--- config.mk ---
export PLATFORM = sky130hd
export DESIGN_NAME = iq_upconverter
export DESIGN_NICKNAME = d
export VERILOG_FILES = /design/src/rtl/iq_upconverter.sv
export SDC_FILE = /design/constraint.sdc
export NUM_CORES = 1
export LEC_CHECK = 0
export ABC_CLOCK_PERIOD_IN_PS = 2750
export CORE_MARGIN = 4
export CORE_UTILIZATION = 39
export CTS_CLUSTER_SIZE = 12
export DETAILED_ROUTE_END_ITERATION = 6
export GPL_TIMING_DRIVEN = 0
export HOLD_SLACK_MARGIN = 0.08
export PLACE_DENSITY_LB_ADDON = 0.08
export SLEW_MARGIN = 20
export SYNTH_ARGS = -nofsm -noshare
export SYNTH_HDL_FRONTEND = slang
export SYNTH_SLANG_ARGS = --single-unit
--- constraint.sdc ---
create_clock -name clk -period 2.75 [get_ports clk]
set_clock_uncertainty 0.15 [all_clocks]
set_input_delay 0.275 -clock clk [delete_from_list [all_inputs] [get_ports clk]]
set_output_delay 0.275 -clock clk [all_outputs]
set_load 0.02 [all_outputs]
--- src/rtl/iq_upconverter.sv ---
// Transmit I/Q upconverter: buffers baseband samples, mixes them onto a quadrant NCO
// carrier and converts the result to a 1-bit stream with a first-order sigma-delta.
module iq_upconverter #(
    parameter int IQ_WIDTH    = 8,
    parameter int PHASE_WIDTH = 32,
    parameter int RATE        = 256
) (
    input  logic                   clk,
    input  logic                   reset,
    input  logic [PHASE_WIDTH-1:0] freq,
    input  logic [IQ_WIDTH-1:0]    i_data,
    input  logic [IQ_WIDTH-1:0]    q_data,
    input  logic                   in_valid,
    output logic                   in_ready,
    input  logic                   clear_underrun,
    output logic                   rf_out,
    output logic [1:0]             phase_out,
    output logic                   underrun
);

    localparam int CW = (RATE > 1) ? $clog2(RATE) : 1;
    localparam int MW = IQ_WIDTH + 1;
    localparam int AW = IQ_WIDTH + 3;
    localparam logic [CW-1:0] LAST_COUNT = CW'(RATE - 1);
    localparam logic signed [AW-1:0] FS_A = AW'(1 << (IQ_WIDTH - 1));

    logic [PHASE_WIDTH-1:0]     r_phase;
    logic [CW-1:0]              r_count;
    logic [IQ_WIDTH-1:0]        r_next_i;
    logic [IQ_WIDTH-1:0]        r_next_q;
    logic                       r_next_valid;
    logic signed [IQ_WIDTH-1:0] r_cur_i;
    logic signed [IQ_WIDTH-1:0] r_cur_q;
    logic signed [MW-1:0]       r_mix;
    logic signed [AW-1:0]       r_acc;
    logic                       r_rf;
    logic                       r_underrun;

    logic                       w_strobe;
    logic                       w_xfer;
    logic [1:0]                 w_quad;
    logic signed [MW-1:0]       w_cur_i_ext;
    logic signed [MW-1:0]       w_cur_q_ext;
    logic signed [MW-1:0]       w_mix_d;
    logic signed [AW-1:0]       w_fb;
    logic signed [AW-1:0]       w_err;

    // Handshake: a sample transfers on any rising edge where in_valid && in_ready.
    // in_ready depends only on the buffer state and reset, never on in_valid.
    assign in_ready  = !r_next_valid && !reset;
    assign w_xfer    = in_valid && in_ready;
    assign w_strobe  = (r_count == LAST_COUNT);
    assign w_quad    = r_phase[PHASE_WIDTH-1 -: 2];
    assign phase_out = w_quad;
    assign rf_out    = r_rf;
    assign underrun  = r_underrun;

    // One extra bit so that negating -FS gives +FS without wrapping.
    assign w_cur_i_ext = {r_cur_i[IQ_WIDTH-1], r_cur_i};
    assign w_cur_q_ext = {r_cur_q[IQ_WIDTH-1], r_cur_q};

    always_comb begin
        w_mix_d = w_cur_i_ext;
        case (w_quad)
            2'd0:    w_mix_d = w_cur_i_ext;
            2'd1:    w_mix_d = -w_cur_q_ext;
            2'd2:    w_mix_d = -w_cur_i_ext;
            default: w_mix_d = w_cur_q_ext;
        endcase
    end

    assign w_fb  = r_rf ? FS_A : -FS_A;
    assign w_err = r_acc + {{2{r_mix[MW-1]}}, r_mix} - w_fb;

    always_ff @(posedge clk) begin
        if (reset) begin
            r_phase <= '0;
            r_count <= '0;
        end else begin
            r_phase <= r_phase + freq;
            r_count <= w_strobe ? '0 : r_count + CW'(1);
        end
    end

    // A sample accepted on the strobe edge lands in the buffer and waits for the next strobe.
    always_ff @(posedge clk) begin
        if (reset) begin
            r_next_i     <= '0;
            r_next_q     <= '0;
            r_next_valid <= 1'b0;
            r_cur_i      <= '0;
            r_cur_q      <= '0;
        end else begin
            if (w_xfer) begin
                r_next_i     <= i_data;
                r_next_q     <= q_data;
                r_next_valid <= 1'b1;
            end else if (w_strobe) begin
                r_next_valid <= 1'b0;
            end
            if (w_strobe) begin
                if (r_next_valid) begin
                    r_cur_i <= r_next_i;
                    r_cur_q <= r_next_q;
                end else begin
                    r_cur_i <= '0;
                    r_cur_q <= '0;
                end
            end
        end
    end

    always_ff @(posedge clk) begin
        if (reset) begin
            r_underrun <= 1'b0;
        end else if (w_strobe && !r_next_valid) begin
            r_underrun <= 1'b1;
        end else if (clear_underrun) begin
            r_underrun <= 1'b0;
        end
    end

    always_ff @(posedge clk) begin
        if (reset) begin
            r_mix <= '0;
            r_acc <= '0;
            r_rf  <= 1'b0;
        end else begin
            r_mix <= w_mix_d;
            r_acc <= w_err;
            r_rf  <= !w_err[AW-1];
        end
    end

endmodule

==> results of run 1 <==
report_power, final:
| group | internal (uW) | total, uW | leakage, uW | switching, uW |
|---|---|---|---|---|
| combinational | 1610 | 3630 | 0.00189 | 2010 |
| sequential | 1700 | 1830 | 0.000781 | 122 |
| clock | 837 | 1420 | 0.000166 | 585 |
final cells by class:
| cell class | count | area, um^2 | area share, % |
|---|---|---|---|
| Buffer | 28 | 137.6 | 2.016 |
| Clock buffer | 10 | 239.0 | 3.501 |
| Clock inverter | 6 | 102.6 | 1.503 |
| Inverter | 36 | 135.1 | 1.979 |
| Multi-Input combinational cell | 507 | 3517 | 51.52 |
| Sequential cell | 95 | 1902 | 27.86 |
| Tap cell | 180 | 225.2 | 3.299 |
| Timing Repair Buffer | 57 | 568.0 | 8.321 |
cell usage in the layout (no fill, tap or decap), types with 12 or more instances in the layout:
cell	count
dfxtp_1	95
nor2_1	77
nand2_1	57
clkdlybuf4s50_1	56
ha_1	51
a21oi_1	37
inv_1	36
o21ai_0	33
nand2b_1	25
xnor2_1	25
xor2_1	20
nand3_1	18
clkbuf_1	17
a22o_1	12
nor2b_1	12
worst max path at each step:
stage	start	end	slack, ns	cells past startpoint
after global placement	freq[0]	r_phase[22]	-0.44	10
final	freq[0]	r_phase[22]	0.12	10
after detailed placement	freq[0]	r_phase[22]	-0.45	10
after global routing	freq[0]	r_phase[22]	0.005	10
after CTS	freq[0]	r_phase[22]	0.07	10
after floorplan	freq[0]	r_phase[22]	0.34	9
metrics by stage:
step / instances / hold WS [ns] / worst slack (ns) / utilization [%]
4_1_cts: 919 / 0.3206 / 0.07094 / 48.47
5_1_grt: 919 / 0.3366 / 0.005194 / 48.61
3_5_place_dp: 902 / 0.3046 / -0.4512 / 45.93
2_1_floorplan: 666 / 0.2336 / 0.3412 / -
3_3_place_gp: 902 / 0.3096 / -0.4380 / 45.93
6_report: 919 / 0.3233 / 0.1218 / 48.61
sequential cells by signal (all words and copies together), names as in the netlist:
signal        cells
r_phase          32
r_acc            11
r_mix             9
r_count           8
r_cur_i           8
r_cur_q           8
r_next_i          8
r_next_q          8
r_next_valid      1
rf_out            1
underrun          1
layer usage:
layer | up-vias | share of wire [%] | wire length, um | track usage (%)
li1 | 2469 | - | - | -
met1 | 2160 | 53 | 6805 | 22.72
met2 | 82 | 42 | 5494 | 25.13
met3 | 17 | 3.3 | 422 | 2.491
met4 | 0 | 1.6 | 209 | 5.497
met5 | - | 0 | 0 | 0
logic make-up (layout without fill, tap and decap cells):
family	Yosys count	count (layout)	synth area share, %
adders and majority gates	55	55	12.55
buffers and inverters	64	137	4.815
DFF	95	95	33.58
AOI/OAI and AO/OA	166	166	20.65
xor gates and xnor gates	45	45	6.958
and+or+nand+nor	234	234	19.84
muxes	7	7	1.612
worst register-to-register path, cell delays in order (launching register included):
cell,delay [ns]
dfxtp_1,0.31
inv_1,0.04
ha_1,0.26
inv_1,0.04
ha_1,0.31
a21oi_1,0.22
o21bai_1,0.12
a211oi_1,0.36
o21ai_1,0.13
a21oi_1,0.19
mux2_2,0.35
repair_timing:
action | 4_1_cts | 5_1_grt
endpoints found under the setup margin | 1 | 6
pin swaps | 1 | 2
setup buffers | 1 | 0
gates resized for setup | 1 | 5
==> results.ini, run 1 <==
[worst_setup_path]
crit_family = compound AO/OA/AOI/OAI gates
crit_buf_inv = 1
slowest_delay_ns = 0.44
required_ns = 2.84
critPathSlowestCell = clkdlybuf4s50_1
r2r_cells = 10
crit_chain = clkdlybuf4s50_1 -> ha_2 -> fa_2 -> a21o_1 -> a31o_2 -> nand3_1 -> nand4_1 -> a21oi_4 -> nor2b_1 -> mux2_4
reg2reg_to = r_acc[9]
cp.arrival_ns = 2.72
crit_fanout = 3
rr_startpoint = r_mix[2]
r2r_slack_ns = 0.16
start_kind = input port
critPathKind = input port to register
critPathCaptureType = register

[cts]
clock_sinks = 95
clk_pin_slew_ns = 0.07
postCtsHoldBufs = 0
numCtsBuffers = 9
htreeDepth = 3
cts_tree = built
cts_root_buffer = clkbuf_16
clk_latency_ns = 0.35
clk_path_buf_depth = 2

[power]
power_leakage_uw = 0.002840
p_per_area_nw_per_um2 = 1007
p_total_uw = 6874
vdd_drop_max_mv = 0.4580

[sta]
max_freq_mhz = 380.5
setup_viol = 0
tightest_slew_ns = 0.6294
slew_viol_final = 0
min_period_ns = 2.628
grt_setup_unrepaired = no
max_slew_margin_pct = 58.04
finalHoldViolCount = 0
tns_ns = 0
post-route-period-util_pct = 95.57

[hold_path]
holdPathStages = 2
whs_endpoint = r_cur_i[0]
hp-class = register to register
hp-start = r_next_i[0]

[detailed_routing]
via_per_inst = 5.145
via_count = 4728
drtAntennaViolNets = 0
wl_per_cell_um = 14.07
wl_um = 12930
drc = 0
firstDrtPassIters = 5
drt_iter0_drc = 276

[logic_synthesis]
synth_top_area_share_pct = 33.58
synthArstFlopShare_pct = 0
syn_nets = 773
ys.flop_type = dfxtp_1
synth_edf_count = 0
synth.avg_cell_area_um2 = 8.505
postSynthCellCount = 666
yosysWarnings = 0
synth.yosys.seq_area_share_pct = 33.58
synth.most_common_cell = dfxtp_1
synth_area_leaders = dfxtp_1 (34%), ha_1 (11%), nor2_1 (5.1%), xnor2_1 (3.9%), nand2_1 (3.8%)
post-synth-top-area-cell = dfxtp_1
yosys.cell_types.count = 74
yosys-top-cells-count = dfxtp_1 (95), nor2_1 (77), nand2_1 (57)
ys_seq_elements = 95
syn_area_um2 = 5664

[die]
start_util_pct = 40.34
core_um2 = 14040
die_width_um = 128.5
dieHeight_um = 128.5
ios = 57
rows = 43
design.die.area_um2 = 16520

[final_layout]
drive_gt1_share_pct = 7.172
nFillCells = 1351
final_area_um2 = 6827
nets = 841
areaGrowthSynthToFinish_pct = 20.52
diodes = 0

[run_status]
status = finished, final reports clean

[global_route]
grt_antenna_before_repair = 0
overflow = 0
grtUsageTotal_pct = 16.10
grt_pass1_wl_um = 21790
grt_max_degree = 18
grt_pass1_vias = 4632

[placement]
post-dp-hpwl_um = 9966
place_area_um2 = 6450
routabilityCongestion = 0.8503
port_buffers = 56

[run]
cap_violations = 0

Note: power is estimated with default switching activity, not from simulation.
==> run 2, diff against run 1 <==
Settings changed: GPL_ROUTABILITY_DRIVEN set to 0, RECOVER_POWER set to 100.
==> results.ini, run 2 (synthesized netlist as in run 1, its figures left out) <==
[run_status]
status = finished, final reports clean

[die]
ios = 57
die_width_um = 128.5
dieHeight_um = 128.5
rows = 43
design.die.area_um2 = 16520
start_util_pct = 40.34
core_um2 = 14040

[detailed_routing]
via_per_inst = 5.164
via_count = 4746
drt_iter0_drc = 264
drtAntennaViolNets = 0
firstDrtPassIters = 5
drc = 0
wl_per_cell_um = 14.04
wl_um = 12910

[final_layout]
top_regs = r_phase: 32 flops, r_acc: 11 flops, r_mix: 9 flops
final_cell_mix = dfxtp_1 (95), nor2_1 (77), nand2_1 (57), ha_1 (51), clkdlybuf4s50_1 (50)
nets = 841
drive_gt1_share_pct = 6.766
areaGrowthSynthToFinish_pct = 20.15
mostFrequentLayoutCell = dfxtp_1
largest_reg_flops = 32
regMostFlops = r_phase
fin_util_pct = 48.46
diodes = 0

[sta]
post-route-period-util_pct = 95.47
slew_viol_final = 0
tns_ns = 0
tightest_slew_ns = 0.6117
max_freq_mhz = 380.9
setup_viol = 0
finalHoldViolCount = 0
max_slew_margin_pct = 59.22
grt_setup_unrepaired = no
min_period_ns = 2.626

[power]
vdd_drop_max_mv = 0.4520
p_per_area_nw_per_um2 = 1005
p_total_uw = 6837
power_leakage_uw = 0.002837

[hold_path]
hp-class = register to register

[run]
cap_violations = 0

[cts]
cts_tree = built
clk_path_buf_depth = 2
clock_sinks = 95
postCtsHoldBufs = 0
htreeDepth = 3
clk_pin_slew_ns = 0.07
clk_latency_ns = 0.35
cts_root_buffer = clkbuf_16
numCtsBuffers = 9

[global_route]
overflow = 0
grtUsageTotal_pct = 16.10
grt_pass1_wl_um = 21790
grt_antenna_before_repair = 0
grt_max_degree = 18
grt_pass1_vias = 4632

[worst_setup_path]
critPathCaptureType = register
required_ns = 2.84
crit_fanout = 3
critPathKind = input port to register
start_kind = input port
cp.arrival_ns = 2.71

[placement]
port_buffers = 56
post-dp-hpwl_um = 9966

run 2: worst paths after layout:
check,start,endpoint,slack [ns],cells past startpoint
worst max-delay path,freq[0],r_phase[22],0.12,10
worst min-delay path,r_next_i[5],r_cur_i[5],0.33,1
worst max register to register,r_mix[2],r_acc[9],0.13,10
worst min register to register,r_next_i[5],r_cur_i[5],0.33,1
run 2: cell type report:
type	count	area (um^2)
plain buffers	28	128.9
clock buffers	10	239.0
clock inverters	6	102.6
fillers	1352	7237
inverters	36	135.1
multi-input cells	507	3505
flip-flops and latches	95	1902
well taps	180	225.2
repair buffers	57	568.0
run 2: report_power, final:
part           internal (uW)  total, uW  switching (uW)  leakage (uW)
registers               1700       1820             122      0.000781
logic                   1600       3590            1990       0.00189
clock network            837       1420             582      0.000166
run 2: worst max-delay path, stage by stage:
cell and delay (ns):
clkdlybuf4s50_1 0.44, ha_2 0.23, fa_2 0.35, a21o_1 0.21
a31o_2 0.28, nand3_1 0.10, nand4_1 0.21, a21oi_4 0.24
nor2b_1 0.08, mux2_4 0.30
run 2: metrics by stage:
step / setup slack (ns) / hold slack [ns] / std cells / instance area [um^2]
detailed placement: -0.4512 / 0.3046 / 902 / 6450
global placement: -0.4380 / 0.3096 / 902 / 6450
finish: 0.1245 / 0.3251 / 919 / 6805
CTS: 0.07094 / 0.3206 / 919 / 6807
global route: 0.005194 / 0.3366 / 919 / 6805
floorplan: 0.3412 / 0.2336 / 666 / 5664
run 2: metal layers:
metal	up-vias	track usage (%)	wire, um
met5	-	0	0
met4	0	5.497	209
met3	17	2.491	452
met2	87	25.13	5486
met1	2170	22.72	6757
li1	2472	-	-
run 2: timing repair:
| action | CTS | global route |
|---|---|---|
| resized for setup | 1 | 5 |
| pin swaps | 1 | 2 |
| setup buffers | 1 | 0 |
| endpoints found under the setup margin | 1 | 6 |
